### src/rtl/spi_master.sv
// SPI master with configurable clock polarity, phase, chip-select level and word width.
// One word per request; SCLK is derived from the system clock by a half-period divider.
module spi_master #(
  parameter int CPOL       = 0,
  parameter int CPHA       = 0,
  parameter int CE_LEVEL   = 0,
  parameter int DATA_WIDTH = 8,
  parameter int CLK_DIV    = 4
) (
  input  logic                  clock,
  input  logic                  reset,
  input  logic [DATA_WIDTH-1:0] tx_data,
  input  logic                  tx_valid,
  output logic                  tx_ready,
  output logic [DATA_WIDTH-1:0] rx_data,
  output logic                  spi_done,
  output logic                  sclk,
  output logic                  ce,
  output logic                  mosi,
  input  logic                  miso
);

  localparam logic CPOL_B = (CPOL != 0);
  localparam logic CPHA_B = (CPHA != 0);
  localparam logic CE_ON  = (CE_LEVEL != 0);
  localparam int   DIV_W  = (CLK_DIV > 2) ? $clog2(CLK_DIV) : 1;
  localparam int   EDGE_W = $clog2(2 * DATA_WIDTH + 1);
  localparam logic [DIV_W-1:0]  DIV_LAST  = DIV_W'(CLK_DIV - 1);
  localparam logic [EDGE_W-1:0] EDGE_LAST = EDGE_W'(2 * DATA_WIDTH - 1);

  typedef enum logic [1:0] {IDLE, SETUP, XFER, HOLD} state_t;

  state_t                state;
  state_t                state_next;
  logic [DIV_W-1:0]      div_cnt;
  logic [EDGE_W-1:0]     edge_cnt;
  logic [DATA_WIDTH-1:0] tx_shift;
  logic [DATA_WIDTH-1:0] rx_shift;
  logic                  accept;
  logic                  div_hit;
  logic                  edge_now;
  logic                  odd_edge;
  logic                  do_sample;
  logic                  do_shift;
  logic                  finish;

  // edge_cnt holds the number of SCLK edges already produced, so the edge
  // about to be produced is odd when edge_cnt is even.
  always_comb begin
    accept     = tx_valid && tx_ready;
    div_hit    = (div_cnt == DIV_LAST);
    edge_now   = ((state == SETUP) || (state == XFER)) && div_hit;
    odd_edge   = ~edge_cnt[0];
    do_sample  = edge_now && (odd_edge ^ CPHA_B);
    do_shift   = edge_now && (CPHA_B ? odd_edge : (!odd_edge && (edge_cnt != EDGE_LAST)));
    finish     = (state == HOLD) && div_hit;
    state_next = state;
    case (state)
      IDLE:    if (accept) state_next = SETUP;
      SETUP:   if (div_hit) state_next = XFER;
      XFER:    if (edge_now && (edge_cnt == EDGE_LAST)) state_next = HOLD;
      HOLD:    if (div_hit) state_next = IDLE;
      default: state_next = IDLE;
    endcase
  end

  always_ff @(posedge clock or posedge reset) begin
    if (reset) state <= IDLE;
    else       state <= state_next;
  end

  always_ff @(posedge clock or posedge reset) begin
    if (reset) begin
      div_cnt  <= '0;
      edge_cnt <= '0;
      sclk     <= CPOL_B;
      ce       <= ~CE_ON;
      mosi     <= 1'b0;
      tx_ready <= 1'b0;
      spi_done <= 1'b0;
      rx_data  <= '0;
    end else begin
      tx_ready <= (state_next == IDLE);
      spi_done <= finish;
      if (state == IDLE) begin
        div_cnt  <= '0;
        edge_cnt <= '0;
      end else begin
        div_cnt <= div_hit ? '0 : div_cnt + 1'b1;
        if (edge_now) edge_cnt <= edge_cnt + 1'b1;
      end
      if (edge_now) sclk <= ~sclk;
      // With CPHA=0 the MSB must already be on the line before the first edge.
      if (accept) begin
        ce   <= CE_ON;
        mosi <= CPHA_B ? 1'b0 : tx_data[DATA_WIDTH-1];
      end else if (finish) begin
        ce      <= ~CE_ON;
        mosi    <= 1'b0;
        rx_data <= rx_shift;
      end else if (do_shift) begin
        mosi <= tx_shift[DATA_WIDTH-1];
      end
    end
  end

  // Shift registers carry data only; they are reloaded on every accept.
  always_ff @(posedge clock) begin
    if (accept)        tx_shift <= CPHA_B ? tx_data : (tx_data << 1);
    else if (do_shift) tx_shift <= tx_shift << 1;
    if (accept)         rx_shift <= '0;
    else if (do_sample) rx_shift <= (rx_shift << 1) | DATA_WIDTH'(miso);
  end

endmodule

### config.mk
export PLATFORM = sky130hd
export DESIGN_NAME = spi_master
export DESIGN_NICKNAME = d
export VERILOG_FILES = /design/src/rtl/spi_master.sv
export SDC_FILE = /design/constraint.sdc
export NUM_CORES = 1
export LEC_CHECK = 0
export CAP_MARGIN = 25
export CORE_MARGIN = 2
export CORE_UTILIZATION = 52
export DETAILED_ROUTE_END_ITERATION = 7
export PLACE_DENSITY = 0.82
export SLEW_MARGIN = 20
export SYNTH_ARGS = -nofsm -noshare
export SYNTH_HDL_FRONTEND = slang
export SYNTH_SLANG_ARGS = --single-unit
### constraint.sdc
create_clock -name clock -period 2.29 [get_ports clock]
set_clock_uncertainty 0.05 [all_clocks]
set_input_delay 0.458 -clock clock [delete_from_list [all_inputs] [get_ports clock]]
set_output_delay 0.458 -clock clock [all_outputs]
set_load 0.02 [all_outputs]
### Word-level counts from Yosys, hierarchy flattened

Cells that the tools add are included.

| cells by class | value |
|---|---|
| multiply operators | 0 |
| equal/unequal tests | 6 |
| shift operators | 0 |
| bitwise logic cells | 4 |
| muxes and demuxes | 16 |
| add/sub/neg operators | 2 |
| divide/modulo/power cells | 0 |
| $lt $le $gt $ge | 0 |
| reduce and logical (&&, ||, !) cells | 15 |

Operators with widths:

| operator | number |
|---|---|
| 8-bit 2-to-1 mux | 2 |
| 2-bit 2-to-1 mux | 6 |
| 5-bit 2-to-1 mux | 2 |
| 8-bit by 1-bit bitwise OR with 8-bit output | 1 |
| 2-bit one-hot mux with 4 select lines | 1 |
| 1-bit logical AND | 7 |
| 2-bit == test (second input constant) | 3 |
| 2-bit nonzero test | 3 |
| 5-bit by 1-bit adder with 5-bit output (second input constant) | 1 |
| 5-bit by 4-bit == test with 1-bit output (second input constant) | 1 |
| 1-bit 2-to-1 mux | 5 |
| 5-bit by 4-bit != test with 1-bit output (second input constant) | 1 |
| 2-bit logical NOT | 2 |
| 1-bit inverter | 3 |
| 3-bit nonzero test | 1 |
| 2-bit by 1-bit adder with 2-bit output (second input constant) | 1 |
| 2-bit by 1-bit == test with 1-bit output (second input constant) | 1 |
| 2-bit AND reduction | 1 |
| 1-bit logical OR | 1 |

| word-level totals | value |
|---|---|
| ROM bits | 0 |
| memory bits (writable) | 0 |
| register bits | 37 |
| output and inout bits | 13 |
| latch bits | 0 |
| memories | 0 |

### Longest topological paths before layout

Gate-level depths: netlist of run 1.

| depth | value |
|---|---|
| word-level depth | 7 |
| depth in mapped cells | 7 |
| depth with buffers taken out | 7 |

### Worst setup path after synthesis of run 1

Ideal clock, no wire load.

| timing | value |
|---|---|
| kind | register -> register |
| from | reg edge_cnt[0] |
| to | reg tx_shift[1] (enable) |
| data arrival time | 1561 ps |
| period minus slack after synthesis | 1992 ps |
| cell stages (with the launch flop) | 5 |
| buffers on the path | 0 |
| setup time | 381 ps |
| setup slack | 298 ps |
| required time | 1859 ps |
| path through | dfrtp_1 -> ha_1 -> and3_1 -> ha_1 -> o21ai_0 |

| between the ends | value |
|---|---|
| word-level cells in the longest chain between the ends | 4 |

RTL lines:

| item | line | source |
|---|---|---|
| from (decl) | 36 | `logic [EDGE_W-1:0] edge_cnt;` |
| from (signal assigned) | 90 | `if (edge_now) edge_cnt <= edge_cnt + 1'b1;` |
| 5-bit by 4-bit != test with 1-bit output | 55 | `do_shift = edge_now && (CPHA_B ? odd_edge : (!odd_edge && (edge_cnt != EDGE_LAST)));` |
| 1-bit logical AND * (2 in series) | 55 |  |
| 2-bit nonzero test (no source line) * | n/a |  |
| to (signal assigned) | 109 | `if (accept) tx_shift <= CPHA_B ? tx_data : (tx_data << 1);` |
| to (signal assigned) | 110 | `else if (do_shift) tx_shift <= tx_shift << 1;` |
| to (decl) | 37 | `logic [DATA_WIDTH-1:0] tx_shift;` |

Every way passes the cells marked *; elsewhere a longest branch is shown, timed or not.
A chain may end at the register's enable or synchronous reset.

### Worst setup path in the final report of run 1

| timing | value |
|---|---|
| from | reg ce |
| to | out ce |

RTL lines:

| item | line | source |
|---|---|---|
| from (decl) | 18 | `output logic ce,` |
| from (signal assigned) | 77 | `ce <= ~CE_ON;` |
| from (signal assigned) | 98 | `ce <= ~CE_ON;` |

No word-level cell between the ends.

==> results of run 1 <==
[synthesized netlist by cell type (all sizes together), types with 2 or more instances]
cell | number | area (um2)
inv | 5 | 18.8
o21ai | 4 | 20.0
edfxtp | 7 | 210
buf | 4 | 35.0
and3 | 2 | 12.5
dfxtp | 8 | 160
xor2 | 2 | 17.5
nor2 | 6 | 25.0
nand3 | 2 | 10.0
and2 | 5 | 36.3
a211oi | 2 | 15.0
mux2 | 8 | 120
nand2 | 41 | 154
ha | 7 | 87.6
a21oi | 11 | 55.1
dfrtp | 21 | 526
[cells in the final DEF (no fill, tap or decap), types with 2 or more instances in the layout]
cell type,n
edfxtp_1,7
nor2_1,5
and2_1,3
mux2_4,8
nand2_1,41
ha_1,7
clkdlybuf4s50_1,24
dfrtp_1,21
clkbuf_4,5
a21oi_1,11
xor2_1,2
inv_1,5
buf_4,3
and3_1,2
o21ai_0,3
nand3_1,2
dfxtp_1,8
a211oi_1,2
and2_4,2
[registers in the layout (all words and copies together), names as in the netlist]
signal and count:
mosi 1, tx_shift 7, state 2, spi_done 1, rx_shift 8, sclk 1, rx_data 8, edge_cnt 5
tx_ready 1, ce 1, div_cnt 2
[tightest hold or removal path, stage by stage]
cell and delay [ns]:
clkdlybuf4s50_1 0.40, inv_1 0.05, buf_4 0.27
[power by group through the flow]
stage / Sequential, uW / Combinational, uW / Clock, uW
floorplan: 688 / 10.8 / 0
finish: 676 / 33.1 / 439
global placement: 689 / 33.0 / 0
CTS: 676 / 34.3 / 448
global route: 677 / 37.6 / 471
detailed placement: 690 / 34.1 / 0
[worst paths after layout]
path | startpoint | end | slack, ns | cells after the start
max | ce | ce | 0.29 | 1
min | reset | rx_data[3] | 0.39 | 3
max reg2reg | edge_cnt[0] | tx_shift[4] | 0.39 | 4
min reg2reg | div_cnt[0] | div_cnt[0] | 0.40 | 1
max in group asynchronous | reset | ce | 1.53 | 3
min in group clock | div_cnt[0] | div_cnt[0] | 0.40 | 1
[what timing repair did]
item,in CTS,in global routing
gates resized for setup,0,1
buffers inserted,0,0
endpoints found under the hold margin,0,0
setup endpoints to repair,0,7
[cell families after synthesis]
kind of cell               count (synthesis)  synth area share
and+or+nand+nor                           61             0.168
DFF                                       37             0.571
AOI/OAI and AO/OA                         21            0.0744
xor gates and xnor gates                   3            0.0163
muxes                                      9            0.0806
buffers and inverters                     10            0.0356
adders and majority gates                  7            0.0542
[stage by stage]
step / std cells / util / setup WS, ns
2_1_floorplan: 148 / - / 0.298
3_3_place_gp: 203 / 0.626 / 0.228
3_5_place_dp: 203 / 0.626 / 0.0770
4_1_cts: 211 / 0.654 / 0.0933
5_1_grt: 211 / 0.654 / 0.229
6_report: 211 / 0.654 / 0.293
[per-layer routing]
metal	GRT usage	routed length (um)	vias to the layer above
met4	0.0825	61	0
met1	0.231	1240	536
met5	0	0	-
met2	0.290	1470	29
li1	-	-	550
met3	0.0584	98	9
[final cells by class]
type	instances	area, um2
multi-input combinational	101	636
fill	241	1040
clock buffer	7	76.3
inverter	5	18.8
timing repair buffer	27	263
tap	33	41.3
sequential	37	922
clock inverter	1	6.26
==> results.sh, run 1 <==
export IMPL_synth_distinct_cells=32
export IMPL_drv_slew=0
export IMPL_syn_to_final_growth_pct=21.5
export IMPL_die_y_um=59.7
export IMPL_grt_pass1_vias=1097
export IMPL_htreeDepth=2
export IMPL_end_kind="output pin"
export IMPL_syn_inst=148
export IMPL_die_w_um=59.7
export IMPL_post_drt_wl_per_cell_um=13.6
export IMPL_initial_utilization=0.538
export IMPL_portBuffers=24
export IMPL_crit_chain="clkdlybuf4s50_1"
export IMPL_finalSetupViolCount=0
export IMPL_grt_pass1_wl_um=4750
export IMPL_switching_share=0.208
export IMPL_fin_tns_setup_ns=0
export IMPL_timing_fmax_ghz=0.501
export IMPL_overflow=0
export IMPL_yosysWarningCount=0
export IMPL_final_layout_size_suffix_gt1_frac=0.129
export IMPL_synth_edf_count=7
export IMPL_drv_cap=0
export IMPL_dieArea_um2=3570
export IMPL_netlist_area_um2=1620
export IMPL_rsz0062_at_grt="false"
export IMPL_dpl_cell_area_um2=1880
export IMPL_cts_tree="yes"
export IMPL_hold_viol_final=0
export IMPL_yosys_most_used_dff="dfrtp_1"
export IMPL_num_rows=20
export IMPL_worst_path_buf_inv=1
export IMPL_worst_pin_slew_ns=0.585
export IMPL_arrival_ns=1.49
export IMPL_antennaDiodeCount=0
export IMPL_post_dp_hpwl_um=2140
export IMPL_ir_drop_v=0.000440
export IMPL_core_area_um2=3000
export IMPL_worst_path_max_delay_cell="clkdlybuf4s50_1"
export IMPL_clockRootBuffer="clkbuf_4"
export IMPL_num_vias=1124
export IMPL_cts_hold_buf=0
export IMPL_finalNetCount=196
export IMPL_drt_total_wl_um=2880
export IMPL_maxSlewHeadroom=0.607
export IMPL_worst_endpoint_required_ns=1.78
export IMPL_power_density_nw_per_um2=585
export IMPL_critical_path_class="flip-flop to output pin"
export IMPL_path_clk_slew_ns=0.12
export IMPL_cellInternalPower_uw=909
export IMPL_ys_ff_latch=37
export IMPL_holdWs_ns=0.389
export IMPL_p_seq_frac=0.589
export IMPL_power_share_clock=0.382
export IMPL_fin_area_um2=1960
export IMPL_antenna_found_initial=0
export IMPL_drcViolationCount=0
export IMPL_insertion_delay_ns=0.34
export IMPL_hp_class="input port to asynchronous set/reset pin"
export IMPL_cts_sinks=37
export IMPL_cts_buffers=5
export IMPL_grtUsageTotal=0.184
export IMPL_critPathMaxStageDelay_ns=0.60
export IMPL_syn_area_per_cell_um2=10.9
export IMPL_gp_congestion=0.704
export IMPL_seq_area_frac_synth=0.571
export IMPL_start_kind="flip-flop"
export IMPL_vias_per_cell=5.33
export IMPL_period_share=0.872
export IMPL_cts_max_path_buffers=2
export IMPL_p_sw_uw=239
export IMPL_cp_top_family="buffers and inverters"
export IMPL_ant_nets=0
export IMPL_p_comb_frac=0.029
export IMPL_leakage_uw=0.000892
export IMPL_ys_async_sr_fraction=0.595
export IMPL_syn_num_nets=167
export IMPL_post_route_min_period_ns=2.00
export IMPL_dr_pass1_iters=4
export IMPL_grt_max_degree=23
export IMPL_drtIter0Drc=18
export IMPL_worstPathMaxFanout=2
export IMPL_power_uw=1150
export IMPL_io_pins=25
export IMPL_status="finished clean"
Power figures use the tool's default switching activity.
==> run 2, diff against run 1 <==
Settings changed: TNS_END_PERCENT from default to 30.
==> results of run 2 <==
No change in the layout: final DEF, timing and power equal those of run 1.
==> run 3, diff against run 2 <==
Settings changed: CORE_UTILIZATION 52 to 40, PLACE_DENSITY 0.82 to 0.67.
==> run 3 against run 2 <==
Compared with the run above: worst hold slack worse by 0.010 ns; setup slack better by 0.067 ns; non-clock buffer count stayed put; via count is 1.1% lower; global-route usage is 3.4 points lower; critical path type unchanged; critical endpoint unchanged; largest cell class unchanged; largest power group unchanged.
==> results.sh, run 3 (synthesis gave the netlist of run 1 again) <==
export IMPL_status="finished clean"
export IMPL_ant_nets=0
export IMPL_post_drt_wl_per_cell_um=13.0
export IMPL_r2r_start="edge_cnt[0]"
export IMPL_ir_drop_v=0.000223
export IMPL_critPathMaxStageDelay_ns=0.60
export IMPL_n_fill_cell=349
export IMPL_reg_top3="rx_data (8), rx_shift (8), tx_shift (7)"
export IMPL_critical_path_class="flip-flop to output pin"
export IMPL_insertion_delay_ns=0.29
export IMPL_finalSetupViolCount=0
export IMPL_cp_top_family="buffers and inverters"
export IMPL_clockRootBuffer="clkbuf_8"
export IMPL_post_dp_hpwl_um=2150
export IMPL_syn_to_final_growth_pct=23.0
export IMPL_start_kind="flip-flop"
export IMPL_multi_input_area_um2=636
export IMPL_r2r_setup_slack_ns=0.38
export IMPL_worst_path_buf_inv=1
export IMPL_cts_sinks=37
export IMPL_timing_fmax_ghz=0.518
export IMPL_final_layout_size_suffix_gt1_frac=0.129
export IMPL_maxSlewHeadroom=0.589
export IMPL_cts_buffers=5
export IMPL_cts_tree="yes"
export IMPL_drcViolationCount=0
export IMPL_power_density_nw_per_um2=580
export IMPL_crit_chain="clkdlybuf4s50_1"
export IMPL_drt_total_wl_um=2960
export IMPL_htreeDepth=2
export IMPL_grt_pass1_vias=1097
export IMPL_dr_pass1_iters=4
export IMPL_antennaDiodeCount=0
export IMPL_worst_path_max_delay_cell="clkdlybuf4s50_1"
export IMPL_arrival_ns=1.42
export IMPL_portBuffers=24
export IMPL_cts_hold_buf=0
export IMPL_die_w_um=67.5
export IMPL_io_pins=25
export IMPL_power_uw=1150
export IMPL_leakage_uw=0.000894
export IMPL_utilization=0.504
export IMPL_gp_congestion=0.800
export IMPL_period_share=0.843
export IMPL_drtIter0Drc=58
export IMPL_worst_endpoint_required_ns=1.78
export IMPL_fin_tns_setup_ns=0
export IMPL_post_cts_resized=0
export IMPL_worstPathMaxFanout=2
export IMPL_grt_max_degree=23
export IMPL_rsz0062_at_grt="false"
export IMPL_num_rows=23
export IMPL_final_cell_mix="nand2_1, clkdlybuf4s50_1, dfrtp_1"
export IMPL_post_route_min_period_ns=1.93
export IMPL_final_common_cell="nand2_1"
export IMPL_cts_max_path_buffers=2
export IMPL_grt_pass1_wl_um=4950
export IMPL_worstHoldStart="div_cnt[0]"
export IMPL_path_clk_slew_ns=0.07
export IMPL_drv_cap=0
export IMPL_initial_utilization=0.410
export IMPL_regArea_um2=922
export IMPL_startpoint="ce"
export IMPL_grtUsageTotal=0.150
export IMPL_hold_viol_final=0
export IMPL_antenna_found_initial=0
export IMPL_dieArea_um2=4560
export IMPL_worst_pin_slew_ns=0.613
export IMPL_vias_per_cell=4.88
export IMPL_drv_slew=0
export IMPL_holdWs_ns=0.379
export IMPL_end_kind="output pin"
export IMPL_overflow=0
export IMPL_hp_class="flip-flop to flip-flop"
export IMPL_finalNetCount=196
export IMPL_num_vias=1112
export IMPL_post_cts_setup_buffer_count=0
export IMPL_die_y_um=67.5
export IMPL_core_area_um2=3940
run 3: path summary, 6_finish.rpt:
check / to / depth (start not counted)
min: div_cnt[0] / 1
min in group asynchronous: rx_data[2] / 3
min reg2reg: div_cnt[0] / 1
max in group asynchronous: ce / 3
max reg2reg: tx_shift[1] / 4
max: ce / 1
run 3: cell type report:
cell class	count	share of cell area
inverter	5	0.00945
tap	50	0.0315
clock buffer	5	0.0346
sequential	37	0.464
timing repair buffer	27	0.132
clock inverter	3	0.00819
multi-input combinational	101	0.320
run 3: power by group:
part	switching [uW]	internal (uW)
Combinational	12.7	20.7
Sequential	4.19	672
Clock	232	211
run 3: layer usage:
layer | part of all wire | global-route usage | vias up
li1 | - | - | 549
met1 | 0.43 | 0.170 | 543
met2 | 0.51 | 0.243 | 15
met3 | 0.035 | 0.0600 | 5
met4 | 0.017 | 0.0791 | 0
met5 | 0 | 0 | -
run 3: through the flow:
stage          setup WS (ns)  std cells  area (um2)
6_report               0.360        228        1990
5_1_grt                0.256        228        1990
4_1_cts                0.104        228        1990
3_5_place_dp          0.0729        220        1900
3_3_place_gp           0.174        220        1900
2_1_floorplan          0.298        148        1620
